==> src/rtl/unum4_pkg.sv <==
// Shared unum4 definitions: FSM state encoding and default widths.
// The optional underflow-saturation feature is enabled by defining UNUM4_NORM_UFLOW_EN.
package unum4_pkg;

  localparam int MAN_MAX_W_DEF = 29;
  localparam int EXP_MAX_W_DEF = 16;

  typedef enum logic [1:0] {
    IDLE = 2'd0,
    SCAN = 2'd1,
    DONE = 2'd2
  } norm_state_t;

endpackage

==> src/rtl/unum4_clz.sv <==
// Leading sign-bit counter: number of equal adjacent bit pairs from the MSB (0..MAN_MAX_W-1).
// EXTRA widens the count output beyond the minimum needed.
module unum4_clz #(
  parameter int MAN_MAX_W = 5,
  parameter int EXTRA     = 0
) (
  input  logic [MAN_MAX_W-1:0]                 man,
  output logic [$clog2(MAN_MAX_W)+EXTRA-1:0]   lz
);

  localparam int LW = $clog2(MAN_MAX_W) + EXTRA;

  always_comb begin
    logic run;
    lz  = '0;
    run = 1'b1;
    for (int i = MAN_MAX_W - 1; i > 0; i--) begin
      if (run && (man[i] == man[i-1])) begin
        lz = lz + LW'(1);
      end else begin
        run = 1'b0;
      end
    end
  end

endmodule

==> src/rtl/unum4_norm_seq.sv <==
// Multi-cycle unum4 normalizer: strips up to STEP redundant sign bits per cycle.
// Define UNUM4_NORM_UFLOW_EN to add uflow_out and saturate the exponent on underflow.
//
// state | meaning
// IDLE  | waiting for an operand, in_ready=1
// SCAN  | shifting out redundant sign bits, STEP per cycle
// DONE  | result presented, held until out_ready
module unum4_norm_seq
  import unum4_pkg::*;
#(
  parameter int MAN_MAX_W = MAN_MAX_W_DEF,
  parameter int EXP_MAX_W = EXP_MAX_W_DEF,
  parameter int STEP      = 4
) (
  input  logic                 clk,
  input  logic                 rst,
  input  logic                 in_valid,
  output logic                 in_ready,
  input  logic [MAN_MAX_W-1:0] man_in,
  input  logic [EXP_MAX_W-1:0] exp_in,
  output logic                 out_valid,
  input  logic                 out_ready,
  output logic [MAN_MAX_W-1:0] man_out,
  output logic [EXP_MAX_W-1:0] exp_out,
  output logic [EXP_MAX_W-1:0] lz_out,
  output logic                 zero_out
`ifdef UNUM4_NORM_UFLOW_EN
  ,
  output logic                 uflow_out
`endif
);

  localparam int CW  = $clog2(MAN_MAX_W);
  localparam int KW  = $clog2(STEP + 1);
  localparam int EW1 = EXP_MAX_W + 1;

  norm_state_t state, state_nxt;

  logic [MAN_MAX_W-1:0] man_r;
  logic [EXP_MAX_W-1:0] exp_r, exp_nxt;
  logic [CW-1:0]        cnt_r, cnt_nxt, room, k_ext, k;
  logic                 zero_r;
  logic [KW-1:0]        k_raw;
  logic                 scan_last;

  unum4_clz #(
    .MAN_MAX_W (STEP + 1),
    .EXTRA     (0)
  ) u_clz (
    .man (man_r[MAN_MAX_W-1 -: STEP+1]),
    .lz  (k_raw)
  );

  // Cap k so the total count never exceeds MAN_MAX_W-1 (all-zero / all-one inputs).
  always_comb begin
    room      = CW'(MAN_MAX_W - 1) - cnt_r;
    k_ext     = CW'(k_raw);
    k         = (k_ext > room) ? room : k_ext;
    cnt_nxt   = cnt_r + k;
    scan_last = (k < CW'(STEP)) || (cnt_nxt == CW'(MAN_MAX_W - 1));
  end

`ifdef UNUM4_NORM_UFLOW_EN
  logic             uflow_r, uflow_nxt;
  logic [EW1-1:0]   exp_diff;

  // Signed subtract one bit wider; a sign mismatch in the top two bits means underflow.
  always_comb begin
    exp_diff  = {exp_r[EXP_MAX_W-1], exp_r} - EW1'(k);
    exp_nxt   = exp_diff[EXP_MAX_W-1:0];
    uflow_nxt = uflow_r;
    if (exp_diff[EXP_MAX_W] != exp_diff[EXP_MAX_W-1]) begin
      exp_nxt   = {1'b1, {(EXP_MAX_W-1){1'b0}}};
      uflow_nxt = 1'b1;
    end
  end

  always_ff @(posedge clk or posedge rst) begin
    if (rst) begin
      uflow_r <= 1'b0;
    end else if (state == IDLE && in_valid) begin
      uflow_r <= 1'b0;
    end else if (state == SCAN) begin
      uflow_r <= uflow_nxt;
    end
  end

  assign uflow_out = (state == DONE) ? uflow_r : 1'b0;
`else
  always_comb begin
    exp_nxt = exp_r - EXP_MAX_W'(k);
  end
`endif

  always_ff @(posedge clk or posedge rst) begin
    if (rst) begin
      state <= IDLE;
    end else begin
      state <= state_nxt;
    end
  end

  always_comb begin
    state_nxt = state;
    case (state)
      IDLE:    if (in_valid) state_nxt = SCAN;
      SCAN:    if (scan_last) state_nxt = DONE;
      DONE:    if (out_ready) state_nxt = IDLE;
      default: state_nxt = IDLE;
    endcase
  end

  always_ff @(posedge clk or posedge rst) begin
    if (rst) begin
      man_r  <= '0;
      exp_r  <= '0;
      cnt_r  <= '0;
      zero_r <= 1'b0;
    end else begin
      case (state)
        IDLE: begin
          if (in_valid) begin
            man_r  <= man_in;
            exp_r  <= exp_in;
            cnt_r  <= '0;
            zero_r <= (man_in == '0);
          end
        end
        SCAN: begin
          man_r <= man_r << k;
          exp_r <= exp_nxt;
          cnt_r <= cnt_nxt;
        end
        default: ;
      endcase
    end
  end

  assign in_ready  = (state == IDLE);
  assign out_valid = (state == DONE);
  assign man_out   = out_valid ? man_r : '0;
  assign exp_out   = out_valid ? exp_r : '0;
  assign lz_out    = out_valid ? EXP_MAX_W'(cnt_r) : '0;
  assign zero_out  = out_valid ? zero_r : 1'b0;

endmodule

==> config.mk <==
export PLATFORM = sky130hd
export DESIGN_NAME = unum4_norm_seq
export DESIGN_NICKNAME = d
export VERILOG_FILES = /design/src/rtl/unum4_pkg.sv /design/src/rtl/unum4_clz.sv /design/src/rtl/unum4_norm_seq.sv
export SDC_FILE = /design/constraint.sdc
export NUM_CORES = 1
export LEC_CHECK = 0
export CAP_MARGIN = 15
export CORE_AREA = 10 10 111 113
export DETAILED_ROUTE_END_ITERATION = 8
export DIE_AREA = 0 0 121 123
export PLACE_DENSITY = 0.86
export SETUP_SLACK_MARGIN = 0.02
export SYNTH_ARGS = -nofsm -noshare
export SYNTH_HDL_FRONTEND = slang
export SYNTH_SLANG_ARGS = --single-unit
==> constraint.sdc <==
create_clock -name clk -period 9 [get_ports clk]
set_clock_uncertainty 0.1 [all_clocks]
set_input_delay 1.8 -clock clk [delete_from_list [all_inputs] [get_ports clk]]
set_output_delay 1.8 -clock clk [all_outputs]
set_load 0.02 [all_outputs]
==> results of run 1 <==
==> cell usage after synthesis (3+ instances only) <==
library cell	n	area share, %
and2_1	54	6.8
dfrtp_1	53	27
nand2_1	52	3.9
nor2_1	48	3.6
a21oi_1	34	3.4
clkbuf_1	33	2.5
mux2_2	30	6.8
o211ai_1	27	4.1
inv_1	24	1.8
o21ai_0	23	2.3
a221oi_1	20	3.5
ha_1	14	3.5
mux2i_1	13	2.6
a221o_1	12	2.4
buf_4	12	1.8
a31oi_1	10	1.3
nor3_1	9	0.90
a22oi_1	8	1.2
nor4_1	8	1.0
a21boi_0	7	1.1
buf_2	7	0.70
nand3_1	7	0.70
o22a_1	7	1.2
nand2b_1	5	0.63
nor2b_1	5	0.63
o22ai_1	5	0.63
a211o_1	4	0.70
a211oi_1	4	0.60
a32oi_1	4	0.70
o21a_1	4	0.60
o41ai_1	4	0.70
or3_1	4	0.50
xnor2_1	4	0.70
a21o_1	3	0.45
a22o_1	3	0.53
buf_1	3	0.23
nand4_1	3	0.38
o221ai_1	3	0.53
or2_2	3	0.38
or3_4	3	0.68
==> through the flow <==
| step | cells | area (µm²) |
|---|---|---|
| after floorplan | 625 | 5034 |
| after global placement | 816 | 6033 |
| after detailed placement | 816 | 6033 |
| after CTS | 824 | 6150 |
| after global routing | 824 | 6150 |
| final | 824 | 6150 |
==> cell families after synthesis <==
group	after synthesis	synth area share, %
mux	44	9.832
buf+inv	81	7.173
compound gates	199	29.02
other cells	2	0.1505
flops	53	26.59
fa+ha+maj	16	4.314
xor+xnor	6	1.053
simple gates	212	21.87
==> per-layer routing <==
metal	vias to the layer above	wire, µm	track usage, %
met1	2557	7197	28.61
met3	31	1272	2.416
met2	290	8108	36.26
met5	-	0	0
met4	0	380	7.692
li1	2408	-	-
==> area by class of cell <==
class | count | area (µm²) | area share, %
Clock buffer | 7 | 86.33 | 1.404
Inverter | 26 | 97.59 | 1.587
Multi-Input combinational cell | 491 | 3361 | 54.65
Timing Repair Buffer | 110 | 1079 | 17.54
Clock inverter | 1 | 30.03 | 0.4883
Sequential cell | 53 | 1326 | 21.57
Tap cell | 136 | 170.2 | 2.767
==> worst max-delay path, stage by stage (launching register included) <==
cell and delay (ns):
dfrtp_1 0.47, or2_2 0.36, a21oi_1 0.13, o21bai_1 0.13, ha_1 0.24, a21o_1 0.16
and2_1 0.17, ha_1 0.34, nor2b_1 0.15, o21a_1 0.19, o221ai_1 0.19, buf_4 0.24
mux2_2 0.58, inv_2 0.51, ha_1 0.34, nor2b_1 0.13, o21ai_0 0.21, a21boi_0 0.15
o21a_1 0.29, or4_1 0.52, o22a_1 0.19, o22a_1 0.18
==> registers in the layout, summed over array words and instances, names as in the netlist <==
| signal | flops |
|---|---|
| zero_r | 1 |
| state | 2 |
| man_r | 29 |
| cnt_r | 5 |
| exp_r | 16 |
==> worst min path at each step <==
stage                     slack, ns    from  cells after the start     end
after floorplan                0.34  zero_r                      2  zero_r
after global placement         0.36  zero_r                      2  zero_r
after detailed placement       0.36  zero_r                      2  zero_r
after CTS                      0.39  zero_r                      2  zero_r
after global routing           0.42  zero_r                      2  zero_r
final                          0.39  zero_r                      2  zero_r
==> power breakdown <==
part / leakage, µW / internal [µW] / total, µW / switching, µW
registers: 0.000625 / 351 / 574 / 223
logic: 0.00173 / 666 / 1510 / 840
clock network: 0.0000585 / 91.0 / 174 / 83.3
==> summary.txt, run 1 <==
outcome - complete, no violations
Max Cap Violations - 0
Crit path arrival time - 6.18 ns
Post-CTS Hold Fix Bufs - 0
total power - 2255 µW
Pwr Density - 366.6 nW/µm²
Worst R2R Setup Slack - 2.93 ns
H-tree levels - 2
Yosys cell types - 69
DR WL/cell - 20.58 µm
Port Buffers - 101
Tmin final - 6.070 ns
RD Place Congestion - 0.9405
Clock transition at path regs - 0.10 ns
global-route wire length before repair - 26.84 mm
First DRT Iteration DRCs - 630
worst setup path start - man_r[28]
leading cell type in the layout, fill and taps excluded - clkdlybuf4s50_1
#FFs+latches synth - 53
DP Worst Slack - 3.034 ns
final cycle utilization of the critical path - 67.45%
mapped cell area - 4989 µm²
Final Core Density - 60.66%
Die W - 121 µm
Initial Util - 49.20%
CP Max Fanout - 28
# setup viols final - 0
most frequent cells in the layout - clkdlybuf4s50_1 (101), and2_1 (54), dfrtp_1 (53)
WP data required - 9.11 ns
row cnt - 37
Worst-Skew Late Latency - 0.31 ns
DIE HEIGHT - 123 µm
critical path startpoint category - flip-flop
number of synthesis warnings - 0
vias - 5,286
synthesis-to-layout area growth - 23.28%
GRT Total Usage - 21.76%
Die ar. - 14,880 µm²
Fin. Hold Viols - 0
remaining antenna violation count - 0
Hold Path Class - flip-flop to flip-flop
vias in the first global route - 5,143
worst-margin pin slew - 1.009 ns
Min Hold Slack - 0.3922 ns
largest net degree at the start of global routing - 54
drt total wl - 16.96 mm
Final #Nets - 752
Peak VDD IR - 173.4 µV
Root Driver - clkbuf_8
register area share after synthesis - 26.59%
Leakage Power - 0.002416 µW
Final Max Tran Viols - 0
post-CTS setup buffer count - 0
buffer depth of the longest clock path - 2
RSZ-0062 raised after global routing - false
cells on worst reg2reg path - 21
Gate Count Post-Synth - 613
core area - 10,140 µm²
CTS Buf Count - 5
Post-synth top flop - dfrtp_1
WS Path Type - flip-flop to flip-flop
share of layout cells above drive strength 1 - 9.302%
post_cts resized - 0
initial antenna violation count - 0
CP endpoint kind - flip-flop
Avg Synthesized Cell Area - 8.138 µm²
routed vias/inst - 6.415
Antenna Cells - 0
Layout fillers - 896
final setup TNS - 0 ns
detailed placement HPWL - 12.42 mm
Clock Sinks - 53
global route overflow - 0
Max Freq - 0.1647 GHz
Post-synth EDFFs - 0
drc violations - 0
RR Endpoint - exp_r[15]
Slew headroom - 32.35%
fraction of registers with async set/reset - 100.0%
total iterations of the first detailed-routing run - 5
Setup WS post-layout - 2.930 ns
CTS tree - built
# IOs - 113
worst r2r src - man_r[28]
crit path to - exp_r[15]
No activity file was read; power rests on OpenSTA's default activity.
==> inputs of run 2 (changes only) <==
==> constraint.sdc (replaced) <==
create_clock -name clk -period 5.6 [get_ports clk]
set_clock_uncertainty 0.1 [all_clocks]
set_input_delay 1.12 -clock clk [delete_from_list [all_inputs] [get_ports clk]]
set_output_delay 1.12 -clock clk [all_outputs]
set_load 0.02 [all_outputs]
==> summary.txt, run 2 (synthesis gave the netlist of run 1 again) <==
Clock Sinks - 53
CTS Buf Count - 5
# setup viols final - 0
drc violations - 0
core area - 10,140 µm²
crit path max-delay cell type - or4_1
final setup TNS - 0 ns
CP endpoint kind - flip-flop
HP Start - zero_r
leading cell type in the layout, fill and taps excluded - clkdlybuf4s50_1
Final Max Tran Viols - 0
CP dominant cell by count - ha_1
Worst-Skew Late Latency - 0.32 ns
fin area - 6178 µm²
WS Path Type - flip-flop to flip-flop
RSZ-0062 raised after global routing - false
Die W - 121 µm
Max Cap Violations - 0
worst setup path start - man_r[28]
Crit path arrival time - 5.37 ns
vias in the first global route - 5,292
CP Max Fanout - 9
Layout fillers - 872
Setup WS post-layout - 0.3454 ns
Port Buffers - 101
worst r2r src - man_r[28]
post-CTS setup buffer count - 0
GRT Total Usage - 22.24%
vias - 5,485
initial antenna violation count - 0
Initial Util - 49.20%
DP Worst Slack - 0.3623 ns
largest net degree at the start of global routing - 54
register area - 1326 µm²
Final #Nets - 757
row cnt - 37
Hold Path Class - flip-flop to flip-flop
Worst path max stage delay - 0.54 ns
max FFs per register - 29
WP data required - 5.72 ns
critical path startpoint category - flip-flop
sw power - 1885 µW
Peak VDD IR - 265.1 µV
outcome - complete, no violations
Sequential Power Share - 25.6%
crit path buf inv count - 1
H-tree levels - 2
final cycle utilization of the critical path - 93.83%
First DRT Iteration DRCs - 654
CP Cell Sequence - or2_2, a21oi_1, o21bai_1, ha_1, a21o_1, and2_1, ha_1, nor2b_1, o21a_1, o221ai_2, mux2_2, inv_2, ha_1, nor2b_1, o21ai_0, a21boi_0, o21a_1, or4_1, o22a_1, o22a_1
worst-margin pin slew - 1.159 ns
Slew headroom - 22.74%
DR WL/cell - 20.74 µm
Max Freq - 0.1903 GHz
top flop regs - man_r (29), exp_r (16), cnt_r (5)
global-route wire length before repair - 27.38 mm
power share of the clock group - 6.4%
total iterations of the first detailed-routing run - 6
Sw Share - 51.60%
Post-CTS Hold Fix Bufs - 0
Die ar. - 14,880 µm²
Comb pwr share - 68.0%
internal power - 1767 µW
Fin. Hold Viols - 0
share of layout cells above drive strength 1 - 10.53%
global route overflow - 0
Clock transition at path regs - 0.10 ns
Root Driver - clkbuf_8
Tmin final - 5.255 ns
most frequent cells in the layout - clkdlybuf4s50_1 (101), and2_1 (54), dfrtp_1 (53)
largest register by flop count - man_r
routed vias/inst - 6.616
CTS tree - built
remaining antenna violation count - 0
drt total wl - 17.19 mm
Leakage Power - 0.002425 µW
Antenna Cells - 0
synthesis-to-layout area growth - 23.85%
multi-input logic area - 3372 µm²
DIE HEIGHT - 123 µm
placed cell area - 6062 µm²
buffer depth of the longest clock path - 2
Pwr Density - 591.1 nW/µm²
# IOs - 113
detailed placement HPWL - 12.59 mm
delay-heaviest family, CP - compound AO/OA/AOI/OAI gates
RD Place Congestion - 1.006
## run 2: per-layer routing
metal | vias to the layer above | track usage, % | wire (µm)
li1 | 2420 | - | -
met1 | 2586 | 28.33 | 6681
met2 | 413 | 35.27 | 7872
met3 | 66 | 5.014 | 2018
met4 | 0 | 10.18 | 622
met5 | - | 0 | 0
## run 2: worst reg2reg max path: stages, from the launching register on
cell      delay [ns]
dfrtp_1         0.49
or2_2           0.38
a21oi_1         0.13
o21bai_1        0.15
ha_1            0.26
a21o_1          0.16
and2_1          0.18
ha_1            0.33
nor2b_1         0.15
o21a_1          0.21
o221ai_2        0.24
mux2_2          0.39
inv_2           0.06
ha_1            0.21
nor2b_1         0.13
o21ai_0         0.20
a21boi_0        0.16
o21a_1          0.31
or4_1           0.54
o22a_1          0.19
o22a_1          0.19
## run 2: layout make-up
type / instances / area share, %
multi-input cells: 491 / 54.58
flip-flops and latches: 53 / 21.47
repair buffers: 115 / 18.06
well taps: 136 / 2.754
inverters: 26 / 1.580
clock buffers: 6 / 1.337
clock inverters: 2 / 0.2228
## run 2: through the flow
stage | hold WS (ns) | utilization, % | cells | total power, µW
floorplan | 0.3402 | - | 625 | 2553
global placement | 0.3906 | 59.79 | 821 | 3250
detailed placement | 0.3932 | 59.79 | 821 | 3333
CTS | 0.4163 | 60.74 | 829 | 3575
global route | 0.4580 | 60.94 | 829 | 3904
finish | 0.4235 | 60.94 | 829 | 3652
## run 2: final timing paths
path	endpoint	slack, ns	depth (start not counted)
worst max-delay path	exp_r[15]	0.35	20
worst min-delay path	zero_r	0.42	2
worst max register to register	exp_r[15]	0.35	20
worst min register to register	zero_r	0.42	2
max in group asynchronous	exp_r[5]	3.72	3
min in group asynchronous	exp_r[14]	1.21	3
## run 2: power groups by stage
stage / registers [µW] / clock network (µW) / logic [µW]
after floorplan: 733 / 0 / 1820
after global placement: 906 / 0 / 2340
after detailed placement: 922 / 0 / 2410
after CTS: 915 / 237 / 2420
after global routing: 963 / 254 / 2690
final: 934 / 235 / 2480
## run 2: timing repair
action                     in CTS  in global routing
hold endpoints to repair        0                  0
setup endpoints to repair       0                  3
gates resized for setup         0                  3
==> inputs of run 3 (changes only) <==
--- a/config.mk
+++ b/config.mk
@@ -11,6 +11,7 @@
 export DIE_AREA = 0 0 121 123
 export PLACE_DENSITY = 0.86
 export SETUP_SLACK_MARGIN = 0.02
+export SKIP_CTS_REPAIR_TIMING = 1
 export SYNTH_ARGS = -nofsm -noshare
 export SYNTH_HDL_FRONTEND = slang
 export SYNTH_SLANG_ARGS = --single-unit
==> results of run 3 <==
The final DEF is identical to that of run 2; final timing and power are the same.
